==> src/rtl/clksel_sequencer.sv <==
// CPU clock-switch initiator: picks fast or host clock per cycle and stalls the CPU until the
// switch is confirmed. Optional switch watchdog enabled by defining CLKSEL_WATCHDOG_EN.
module clksel_sequencer #(
  parameter int unsigned SYNC_STAGES = 2,
  parameter int unsigned LINGER      = 8,
  parameter int unsigned TIMEOUT     = 255
) (
  input  logic hsclk_in,
  input  logic rst,
  input  logic cycle_valid,
  input  logic host_access,
  input  logic force_ls,
  input  logic hsclk_selected,
  input  logic lsclk_selected,
  output logic hsclk_sel,
  output logic cpu_hold,
  output logic on_lsclk,
  output logic switch_err
);

  localparam int unsigned LW = (LINGER > 0) ? $clog2(LINGER + 1) : 1;
  localparam logic [LW-1:0] LingerInit = LW'(LINGER);

  if (SYNC_STAGES < 2 || SYNC_STAGES > 4 || TIMEOUT < 1) begin : g_param_check
    $error("clksel_sequencer: SYNC_STAGES must be 2..4 and TIMEOUT at least 1");
  end

  typedef enum logic [1:0] {
    StLsRun = 2'd0,
    StToHs  = 2'd1,
    StHsRun = 2'd2,
    StToLs  = 2'd3
  } state_e;

  state_e          state_q, state_d;
  logic [LW-1:0]   linger_q, linger_d;
  logic            hsclk_sel_q, on_lsclk_q;
  logic [SYNC_STAGES-1:0] hs_chain_q, ls_chain_q;
  logic            hs_sync, ls_sync;
  logic            need_ls, want_hs, pending, wd_timeout;

  // Reset values mirror the clock-switch block's own reset (host clock selected).
  always_ff @(posedge hsclk_in or posedge rst) begin
    if (rst) begin
      hs_chain_q <= '0;
      ls_chain_q <= '1;
    end else begin
      hs_chain_q <= {hs_chain_q[SYNC_STAGES-2:0], hsclk_selected};
      ls_chain_q <= {ls_chain_q[SYNC_STAGES-2:0], lsclk_selected};
    end
  end

  assign hs_sync = hs_chain_q[SYNC_STAGES-1];
  assign ls_sync = ls_chain_q[SYNC_STAGES-1];
  assign need_ls = (cycle_valid & host_access) | force_ls;
  assign want_hs = cycle_valid & ~host_access & ~force_ls;
  assign pending = (state_q == StToHs) || (state_q == StToLs);

  always_comb begin
    state_d  = state_q;
    linger_d = linger_q;
    case (state_q)
      StLsRun: begin
        if (need_ls) linger_d = LingerInit;
        else if (linger_q != '0) linger_d = linger_q - 1'b1;
        if (want_hs && linger_q == '0) state_d = StToHs;
      end
      StToHs: begin
        if (hs_sync && !ls_sync) state_d = StHsRun;
        else if (wd_timeout) state_d = StToLs;
      end
      StHsRun: if (need_ls) state_d = StToLs;
      StToLs:  if (!hs_sync && ls_sync) state_d = StLsRun;
      default: state_d = StLsRun;
    endcase
    if (state_d == StLsRun && state_q != StLsRun) linger_d = LingerInit;
  end

  always_ff @(posedge hsclk_in or posedge rst) begin
    if (rst) begin
      state_q     <= StLsRun;
      linger_q    <= LingerInit;
      hsclk_sel_q <= 1'b0;
      on_lsclk_q  <= 1'b1;
    end else begin
      state_q     <= state_d;
      linger_q    <= linger_d;
      hsclk_sel_q <= (state_d == StToHs) || (state_d == StHsRun);
      on_lsclk_q  <= (state_d == StLsRun);
    end
  end

  // Hold is raised in the deciding RUN cycle so no host cycle ever completes on the fast clock.
  assign cpu_hold = pending
                  || ((state_q == StHsRun) && need_ls)
                  || ((state_q == StLsRun) && want_hs && (linger_q == '0));
  assign hsclk_sel = hsclk_sel_q;
  assign on_lsclk  = on_lsclk_q;

`ifdef CLKSEL_WATCHDOG_EN
  localparam int unsigned WdW = ($clog2(TIMEOUT + 1) > 8) ? $clog2(TIMEOUT + 1) : 8;
  localparam logic [WdW-1:0] WdLast = WdW'(TIMEOUT - 1);

  logic [WdW-1:0] wd_q, wd_d;
  logic           err_q;

  assign wd_timeout = pending && (wd_q >= WdLast);

  always_comb begin
    wd_d = wd_q;
    if (state_d != state_q && (state_d == StToHs || state_d == StToLs)) wd_d = '0;
    else if (pending && !wd_timeout) wd_d = wd_q + 1'b1;
  end

  always_ff @(posedge hsclk_in or posedge rst) begin
    if (rst) begin
      wd_q  <= '0;
      err_q <= 1'b0;
    end else begin
      wd_q  <= wd_d;
      err_q <= err_q | wd_timeout;
    end
  end

  assign switch_err = err_q;
`else
  assign wd_timeout = 1'b0;
  assign switch_err = 1'b0;
`endif

endmodule
==> config.mk <==
export PLATFORM = sky130hd
export DESIGN_NAME = clksel_sequencer
export DESIGN_NICKNAME = d
export VERILOG_FILES = /design/src/rtl/clksel_sequencer.sv
export SDC_FILE = /design/constraint.sdc
export NUM_CORES = 1
export LEC_CHECK = 0
export ABC_CLOCK_PERIOD_IN_PS = 4400
export BUFFER_PORTS_ARGS = -buffer_cell sky130_fd_sc_hd__buf_2
export CAP_MARGIN = 40
export CORE_MARGIN = 5
export CORE_UTILIZATION = 35
export CTS_CLUSTER_DIAMETER = 100
export DETAILED_ROUTE_END_ITERATION = 10
export HOLD_SLACK_MARGIN = 0.03
export PLACE_DENSITY = 0.55
export SLEW_MARGIN = 40
export SYNTH_ARGS = -nofsm -noshare
export SYNTH_HDL_FRONTEND = slang
export SYNTH_SLANG_ARGS = --single-unit
==> constraint.sdc <==
create_clock -name hsclk_in -period 4.4 [get_ports hsclk_in]
set_clock_uncertainty 0.2 [all_clocks]
set_input_delay 0.88 -clock hsclk_in [delete_from_list [all_inputs] [get_ports hsclk_in]]
set_output_delay 0.88 -clock hsclk_in [all_outputs]
set_load 0.01 [all_outputs]
==> results of run 1 <==
[cells by family after synthesis]
group	after synthesis	synth area share, %
AO/OA/AOI/OAI	17	23.3
flip-flops	12	51.6
buffers and inverters	9	6.34
AND/OR/NAND/NOR	8	10.1
adder cells (fa/ha/maj)	3	6.34
multiplexers	1	1.69
other	1	0.634
[metrics by stage]
stage                     std cells  setup WS, ps
final                            79          1610
after global routing             79          1520
after CTS                        79          1610
after detailed placement         75          1610
after global placement           75          1630
after floorplan                  51          1870
[layout by cell type, fill, tap and decap left out, types with 2 or more instances in the layout]
cell      netlist  layout
buf_2           0       9
inv_1           8       8
dfrtp_1         8       8
a21oi_1         5       5
dfstp_2         4       4
o22ai_1         3       3
ha_1            3       3
clkbuf_4        0       3
nand2b_1        2       2
o21ai_0         2       2
nand2_1         2       2
a21o_1          2       2
[per-layer routing]
layer / share of wire [%] / vias to the layer above / global-route usage, %
met4: 0.90 / 0 / 7.17
met3: 7.3 / 2 / 2.03
li1: - / 202 / -
met5: 0 / - / 0
met1: 52 / 165 / 10.8
met2: 39 / 11 / 11.4
[worst max-delay path, delay by kind of cell]
family,cells,cell delay (ps)
AOI/OAI and AO/OA,1,350
buffers and inverters,3,320
and+or+nand+nor,1,160
[where the power goes]
part / internal, mW / switching [mW] / leakage (nW)
sequential: 0.145 / 0.0336 / 0.139
combinational: 0.0607 / 0.0668 / 0.166
clock: 0.0502 / 0.0345 / 0.0210
[area by class of cell]
class                      count  area, sq um
fill                         146          873
inverter                       8         30.0
clock buffer                   4         36.3
multi-input combinational     30          249
timing repair buffer           9         45.0
sequential                    12          305
tap                           16         20.0
[registers in the layout (all words and copies together) (netlist names)]
| signal | flops |
|---|---|
| hs_chain_q | 2 |
| linger_q | 4 |
| on_lsclk | 1 |
| ls_chain_q | 2 |
| state_q | 2 |
| hsclk_sel | 1 |
[Yosys cell counts, types with 2 or more instances]
cell type	count	area, sq um
nand2b_1	2	12.5
nand2_1	2	7.51
a21o_1	2	15.0
dfstp_2	4	105
o21ai_0	2	10.0
o22ai_1	3	18.8
ha_1	3	37.5
inv_1	8	30.0
dfrtp_1	8	200
a21oi_1	5	25.0
[worst min-delay path by stage]
stage | from | end | cells after the start
final | hs_chain_q[0] | hs_chain_q[1] | 0
after global routing | hs_chain_q[0] | hs_chain_q[1] | 0
after CTS | hs_chain_q[0] | hs_chain_q[1] | 0
after detailed placement | hs_chain_q[0] | hs_chain_q[1] | 0
after global placement | hs_chain_q[0] | hs_chain_q[1] | 0
after floorplan | hs_chain_q[0] | hs_chain_q[1] | 0
==> impl_results.md, run 1 <==
* Initial drt markers at 1
* RePlAce Congestion at a little under 0.7
* Post_cts resized at 0
* CP cell instances: buf_2, nor4b_2, a221oi_2, inv_1, buf_2
* Cell variety after synth at 22
* Setup TNS at 0 ps
* Routed via count at 380
* Final Cell Area at slightly below 700 sq um
* Most frequent cell on the critical path: buf_2
* Placement-stage cell area at ~650 sq um
* Syn_nets at 61
* Die footprint at ~0.0026 sq mm
* CP max stage delay at approximately 350 ps
* Synth warnings at 0
* Setup-failing EPs final at 0
* Initial Util at 38.0%
* Sequential fraction of the synthesis area at between 50% and 60%
* # clock sinks at 12
* Skew-Pair Late Insertion Delay at around 270 ps
* Post-CTS setup buffer count at 0
* Clock Tree Buf Depth at 2
* Pins Over Slew Limit at 0
* Port bufs at 9
* Hold Slack at 149 ps
* Vias in the first global route at between 400 and 500
* EDFF count, synth at 0
* Final layout net count at 74
* Post-route ant nets at 0
* Worst Setup EP: cpu_hold
* CTS Hold Bufs at 0
* Maximum vdd ir drop at between 200 and 250 uV
* Worst flop-to-flop path endpoint: linger_q[3]
* Antenna violations before repair at 0
* Yosys reg bits at 12
* FP Rows at 14
* Number of max-cap violations at 0
* Via-to-Cell Ratio at 4.81
* H-tree depth at 1
* Root Buffer Master: clkbuf_4
* GR Util All Layers at 8.32%
* Avg WL per Cell at between 10 and 15 microns
* Total wire length at between 800 and 900 microns
* Floorplan core area at roughly 0.0016 sq mm
* CP endpoint kind: output port
* First-pass GRT wire length at 1590 microns
* IO Pins at 11
* Main flop type after synthesis: dfrtp_1
* Pwr Total at 0.391 mW
* CP Class: in -> out
* Max Fclk at 358 MHz
* Total grt overflow at 0
* Status: complete, no violations
* Fin. Hold Viols at 0
* ANT cells at 0
* Remaining DRCs at 0
* First drt pass iteration count at 2
* Synth async-reset ratio at 100%
* Leak Pwr at approximately 0.33 nW
* Die Height at slightly above 50 microns
* Post-DP HPWL at between 600 and 700 microns
* Largest net degree at the start of global routing at 13
* CTS tree: done
* Share of post-route cells with drive strength above 1 at a little over a third
* Core occupancy in the finished layout at between 40% and 50%
* Tcrit/Tclk final at around 64%
* Die Wd at ~51 microns
* R2r worst-path depth at 9
* Critical Path Slowest Stage Cell: a221oi_2
* Critical Path Fanout Max at 3
* Worst setup SP type: input port
* RSZ-0062 raised after global routing: false
* Period minus WS final at roughly 2800 ps
* Mapped cell area at approximately 600 sq um
* Worst min path class: reg -> reg
* Critical Path RT at ~3300 ps
* R2r setup slk at 2110 ps
* CTS Buf Count at 3
* Power per Cell Area at about 570 mW/mm^2
* Crit path from: cycle_valid
* Post-Synthesis Cells at 51
* Crit path arrival time at roughly 1700 ps
* Clock transition at the registers of the reported paths at ~70 ps
* Mean Syn Cell Area at approximately 12 sq um
* Area delta synth->final at 15.9%
* Reg2reg start: linger_q[0]
Power figures use the tool's default switching activity.
==> run 2, diff against run 1 <==
Settings changed: ABC_CLOCK_PERIOD_IN_PS 4400 to 2400, PLACE_DENSITY 0.55 to 0.57.
Clock period 4.4 ns to 2.4 ns, I/O delays scaled along.
==> run 2 against run 1 <==
Effect of this change:
- first-iteration DRC count grew to 3.0 times the previous value
- setup slack got worse by 1500 ps
- final cell count is 6.3% higher
- highest routed layer unchanged
- largest cell class unchanged
- clock-buffer cell count unchanged
==> impl_results.md, run 2 (synthesized netlist as in run 1, its figures left out) <==
* Crit path arrival time at 1620 ps (was 1710 ps)
* Post-route ant nets at 0 (unchanged)
* Power per Cell Area at 1050 mW/mm^2 (was 570 mW/mm^2)
* RePlAce Congestion at 0.712 (was 0.682)
* Setup-failing EPs final at 0 (unchanged)
* Sw Pwr at 0.269 mW (was 0.135 mW)
* Reg2reg start: linger_q[1] (was linger_q[0])
* R2r worst-path depth at 9 (unchanged)
* Clock transition at the registers of the reported paths at 70 ps (about the same)
* Antenna violations before repair at 0 (unchanged)
* FP Rows at 14 (unchanged)
* Die Height at 51.1 microns (unchanged)
* Number of max-cap violations at 0 (unchanged)
* Via-to-Cell Ratio at 4.90 (was 4.81)
* Hold path depth at 1 (was 0)
* Port bufs at 9 (unchanged)
* Total wire length at 945 microns (was 887 microns)
* Fin. Hold Viols at 0 (unchanged)
* Worst setup SP type: flip-flop (was input port)
* Commonest non-fill, non-tap cells in the layout: dfrtp_1, buf_2, inv_1 (was buf_2, inv_1, dfrtp_1)
* R2r setup slk at 230 ps (was 2110 ps)
* Area delta synth->final at 26.8% (was 15.9%)
* GR Util All Layers at 8.56% (was 8.32%)
* Final Cell Area at 751 sq um (was 686 sq um)
* Vias in the first global route at 428 (was 402)
* Number of flip-flops in the largest register at 4 (unchanged)
* Post-DP HPWL at 721 microns (was 675 microns)
* First drt pass iteration count at 3 (was 2)
* Skew-Pair Late Insertion Delay at 260 ps (was 270 ps)
* Clock Tree Buf Depth at 2 (unchanged)
* Initial drt markers at 3 (was 1)
* Global route hottest layer: met2 (unchanged)
* CP endpoint kind: output port (unchanged)
* CTS tree: done (unchanged)
* Largest net degree at the start of global routing at 13 (unchanged)
* Routed via count at 412 (was 380)
* Sw frac at 34.2% (was 34.6%)
* Status: complete, no violations (unchanged)
* Share of post-route cells with drive strength above 1 at 42.6% (was 34.9%)
* Dpl ws at 152 ps (was 1610 ps)
* Footprint of the multi-input gates at 268 sq um (was 249 sq um)
* Critical Path Fanout Max at 3 (unchanged)
* Maximum vdd ir drop at 420 uV (was 228 uV)
* Critical Path RT at 1720 ps (was 3320 ps)
* Clock Power Share at 19.8% (was 21.7%)
* Met2 GRT Util at 14.4% (was 11.4%)
* Biggest register: linger_q (unchanged)
* Combinational cell fraction of total power at 39.7% (was 32.6%)
* Max Fclk at 434 MHz
* Part of the power in registers at 40.5% (was 45.7%)
* CP Class: reg -> out (was in -> out)
* Placement-stage cell area at 672 sq um (was 649 sq um)
* Finished Layout Cells at 84 (was 79)
* Final layout net count at 79 (was 74)
* Final-layout fill cell count at 136 (was 146)
* Tcrit/Tclk final at 95.9%
* Worst flop-to-flop path endpoint: linger_q[3] (unchanged)
* Worst setup margin at 97.7 ps (was 1610 ps)
* Period minus WS final at 2300 ps
* CTS Buf Count at 3 (unchanged)
* Crit path from: linger_q[0] (was cycle_valid)
* Die footprint at 0.00261 sq mm (unchanged)
* RSZ-0062 raised after global routing: true (was false)
* Total grt overflow at 0 (unchanged)
* Internal cell power at 0.517 mW (was 0.256 mW)
* Leak Pwr at 0.356 nW (was 0.326 nW)
* Remaining DRCs at 0 (unchanged)
* DP Cell Count at 78 (was 75)
* Worst min path class: in -> reg (was reg -> reg)
* Die Wd at 51.1 microns (unchanged)
* H-tree depth at 1 (unchanged)
* # clock sinks at 12 (unchanged)
* M3 GR Usage at 2.03% (unchanged)
* IO Pins at 11 (unchanged)
* Initial Util at 38.0% (unchanged)
* Root Buffer Master: clkbuf_4 (unchanged)
* Hold Slack at 112 ps (was 149 ps)
* Floorplan core area at 0.00156 sq mm (unchanged)
* Pins Over Slew Limit at 0 (unchanged)
* GR Util met1 at 10.3% (was 10.8%)
* First-pass GRT wire length at 1700 microns (was 1590 microns)
* ANT cells at 0 (unchanged)
* Worst Setup EP: cpu_hold (unchanged)
* Register area at 305 sq um (unchanged)
* Avg WL per Cell at 11.3 microns (was 11.2 microns)
[run 2: final cells by class]
type,count,share of cell area (%)
clock buffers,4,4.83
inverters,8,4.00
well taps,16,2.67
flip-flops and latches,12,40.7
repair buffers,14,12.2
multi-input cells,30,35.7
[run 2: metal layers]
layer / wire, microns / vias up / part of all wire [%]
met5: 0 / - / 0
met4: 5 / 0 / 0.53
met3: 61 / 2 / 6.5
met2: 422 / 11 / 45
met1: 456 / 184 / 48
li1: - / 215 / -
[run 2: how the worst min path moves through the flow]
stage / start / endpoint / slack, ps
floorplan: hs_chain_q[0] / hs_chain_q[1] / 130
CTS: lsclk_selected / ls_chain_q[0] / 100
global placement: hs_chain_q[0] / hs_chain_q[1] / 130
global route: lsclk_selected / ls_chain_q[0] / 110
finish: lsclk_selected / ls_chain_q[0] / 110
detailed placement: hs_chain_q[0] / hs_chain_q[1] / 130
[run 2: critical path, stage by stage, from the launching register on]
cell      delay, ps
dfrtp_1         400
inv_2            70
ha_4            150
nor3b_4         140
a221oi_2        300
buf_4           160
inv_2            30
buf_6           100
[run 2: power groups by stage]
stage	clock [mW]	combinational, mW	sequential, mW
floorplan	0	0.171	0.327
global placement	0	0.273	0.318
detailed placement	0	0.275	0.317
CTS	0.164	0.279	0.314
global route	0.170	0.361	0.327
finish	0.156	0.312	0.318
[run 2: repair_timing]
| action | 4_1_cts | 5_1_grt |
|---|---|---|
| endpoints found under the hold margin | 8 | 0 |
| resized for setup | 0 | 6 |
| endpoints found under the setup margin | 0 | 1 |
| hold buffers | 1 | 0 |
| setup buffers | 0 | 1 |
[run 2: metrics by stage]
stage,power [mW],util (%),TNS (ps)
5_1_grt,0.858,48.2,-15.9
3_3_place_gp,0.591,43.1,0
6_report,0.785,48.2,0
2_1_floorplan,0.498,-,0
4_1_cts,0.757,46.1,0
3_5_place_dp,0.592,43.1,0
==> run 3, diff against run 2 <==
Settings changed: ABC_CLOCK_PERIOD_IN_PS 2400 to 2240, CORE_MARGIN 5 to default, PLACE_DENSITY 0.57 to 0.55.
Clock period 2.4 ns to 2.24 ns, I/O delays scaled along.
==> run 3 against run 2 <==
Effect of this change:
- setup slack got worse by 70 ps
- die area fell by 29%
- final area rose by 4.8%
- combinational power rose by 22%
- critical path depth did not move
- clock power rose by 10%
==> impl_results.md, run 3 (synthesized netlist as in run 1, its figures left out) <==
* Final layout net count at 83 (was 79)
* Bufs and invs on worst path at 4 (unchanged)
* Pwr Total at 0.893 mW (was 0.785 mW)
* Reg2reg start: linger_q[0] (was linger_q[1])
* Avg WL per Cell at 11.3 microns (about the same)
* IO Pins at 11 (unchanged)
* CP Class: reg -> out (unchanged)
* Status: complete, no violations (unchanged)
* H-tree depth at 1 (unchanged)
* Share of post-route cells with drive strength above 1 at 48.6% (was 42.6%)
* FP Rows at 14 (unchanged)
* R2r setup slk at 110 ps (was 230 ps)
* Die Height at 43.1 microns (was 51.1 microns)
* Final Cell Area at 787 sq um (was 751 sq um)
* Commonest non-fill, non-tap cells in the layout: dfrtp_1, buf_2, buf_4 (was dfrtp_1, buf_2, inv_1)
* Setup-failing EPs final at 0 (unchanged)
* GR Util All Layers at 12.6% (was 8.56%)
* Initial drt markers at 4 (was 3)
* Port bufs at 9 (unchanged)
* Pins Over Slew Limit at 0 (unchanged)
* Hold Slack at 67.6 ps (was 112 ps)
* Critical Path Fanout Max at 2 (was 3)
* Delay-heaviest family, CP: flip-flops (unchanged)
* Fin. Hold Viols at 0 (unchanged)
* Number of flip-flops in the largest register at 4 (unchanged)
* RePlAce Congestion at 0.800 (was 0.712)
* Crit. path cell count at 7 (unchanged)
* Worst min path class: in -> reg (unchanged)
* Routed via count at 432 (was 412)
* Post-DP HPWL at 707 microns (was 721 microns)
* Root Buffer Master: clkbuf_4 (unchanged)
* Most frequent cell on the critical path: inv_2 (unchanged)
* Worst setup SP type: flip-flop (unchanged)
* Floorplan core area at 0.00154 sq mm (was 0.00156 sq mm)
* Via-to-Cell Ratio at 4.91 (was 4.90)
* Total wire length at 994 microns (was 945 microns)
* Initial Util at 38.4% (was 38.0%)
* Biggest register: linger_q (unchanged)
* Largest net degree at the start of global routing at 13 (unchanged)
* Total grt overflow at 0 (unchanged)
* Tcrit/Tclk final at between 90% and 100%
* Period minus WS final at roughly 2200 ps
* Clock Tree Buf Depth at 2 (unchanged)
* ANT cells at 0 (unchanged)
* Remaining DRCs at 0 (unchanged)
* First-pass GRT wire length at 1700 microns (about the same)
* First drt pass iteration count at 3 (unchanged)
* CP max stage delay at 370 ps (was 400 ps)
* Finished Layout Cells at 88 (was 84)
* Number of max-cap violations at 0 (unchanged)
* Max Fclk at 452 MHz
* Maximum vdd ir drop at 400 uV (was 420 uV)
* CTS Buf Count at 3 (unchanged)
* # clock sinks at 12 (unchanged)
* Skew-Pair Late Insertion Delay at 270 ps (was 260 ps)
* Clock transition at the registers of the reported paths at 80 ps (was 70 ps)
* Post-route ant nets at 0 (unchanged)
* Critical Path RT at 1590 ps (was 1720 ps)
* Core occupancy in the finished layout at 51.1% (was 48.2%)
* Area delta synth->final at 33.0% (was 26.8%)
* Critical Path Slowest Stage Cell: dfrtp_1 (unchanged)
* Worst flop-to-flop path endpoint: linger_q[3] (unchanged)
* Leak Pwr at 0.375 nW (was 0.356 nW)
* Power per Cell Area at 1130 mW/mm^2 (was 1050 mW/mm^2)
* Antenna violations before repair at 0 (unchanged)
* CTS tree: done (unchanged)
* Final-layout fill cell count at 142 (was 136)
* Hold path depth at 1 (unchanged)
* CP endpoint kind: output port (unchanged)
* Vias in the first global route at 413 (was 428)
* Die Wd at 43.1 microns (was 51.1 microns)
* Worst Setup EP: cpu_hold (unchanged)
* R2r worst-path depth at 9 (unchanged)
* Placement-stage cell area at 672 sq um (unchanged)
* Die footprint at 0.00186 sq mm (was 0.00261 sq mm)
* Crit path from: linger_q[0] (unchanged)
* Crit path arrival time at 1560 ps (was 1620 ps)
* DP Cell Count at 78 (unchanged)
* RSZ-0062 raised after global routing: true (unchanged)
* CP cell instances: inv_2, ha_4, nor3b_4, a221oi_2, buf_4, inv_2, buf_6 (unchanged)
-- run 3: cell count changes in the layout (fill, tap and decap cells not counted) --
cell	previous run	this run
inv_2	2	3
nor4_2	0	1
buf_4	4	8
inv_1	6	5
nor4_1	1	0
-- run 3: repair_timing --
action                                  in CTS  in global routing
hold buffers                                 1                  0
buffers inserted                             4                  1
resized for setup                            6                  2
hold endpoints to repair                     8                  0
endpoints found under the setup margin       1                  3
pin swaps                                    2                  1
-- run 3: how the worst min path moves through the flow --
| stage | from | end | slack (ps) |
|---|---|---|---|
| after floorplan | rst | hs_chain_q[0] | 110 |
| after global placement | hs_chain_q[0] | hs_chain_q[1] | 130 |
| after detailed placement | hs_chain_q[0] | hs_chain_q[1] | 140 |
| after CTS | lsclk_selected | ls_chain_q[0] | 60 |
| after global routing | lsclk_selected | ls_chain_q[0] | 50 |
| final | lsclk_selected | ls_chain_q[0] | 70 |
-- run 3: where the power goes --
part,internal [mW],leakage [nW],total [mW],switching [mW]
logic,0.202,0.215,0.381,0.179
clock network,0.0988,0.0210,0.172,0.0729
registers,0.284,0.139,0.341,0.0563
total,0.585,0.375,0.893,0.308
-- run 3: stage by stage --
stage | setup TNS [ps] | setup slack (ps)
global route | -76.8 | -64.6
floorplan | 0 | 126
global placement | 0 | 27.8
CTS | 0 | 3.48
detailed placement | 0 | 10.0
finish | 0 | 27.8
-- run 3: layout make-up --
type / count / area [sq um] / area share, %
clock buffer: 4 / 36.3 / 4.61
sequential: 12 / 305 / 38.8
timing repair buffer: 18 / 121 / 15.4
inverter: 8 / 30.0 / 3.82
tap: 16 / 20.0 / 2.54
multi-input combinational: 30 / 274 / 34.8
-- run 3: metal layers --
layer | GRT usage [%] | share of wire, % | up-vias
met5 | 0 | 0 | -
met4 | 5.45 | 1.4 | 0
met3 | 3.83 | 4.0 | 2
met1 | 15.4 | 46 | 199
met2 | 20.3 | 48 | 12
li1 | - | - | 219
-- run 3: worst reg2reg max path, stage by stage (launching register included) --
cell and delay (ps):
dfrtp_1 390, inv_2 80, ha_4 120, nor3b_4 200
a221oi_2 100, a21o_1 160, ha_1 200, o21ba_2 290
nor4_2 60, a211o_1 270
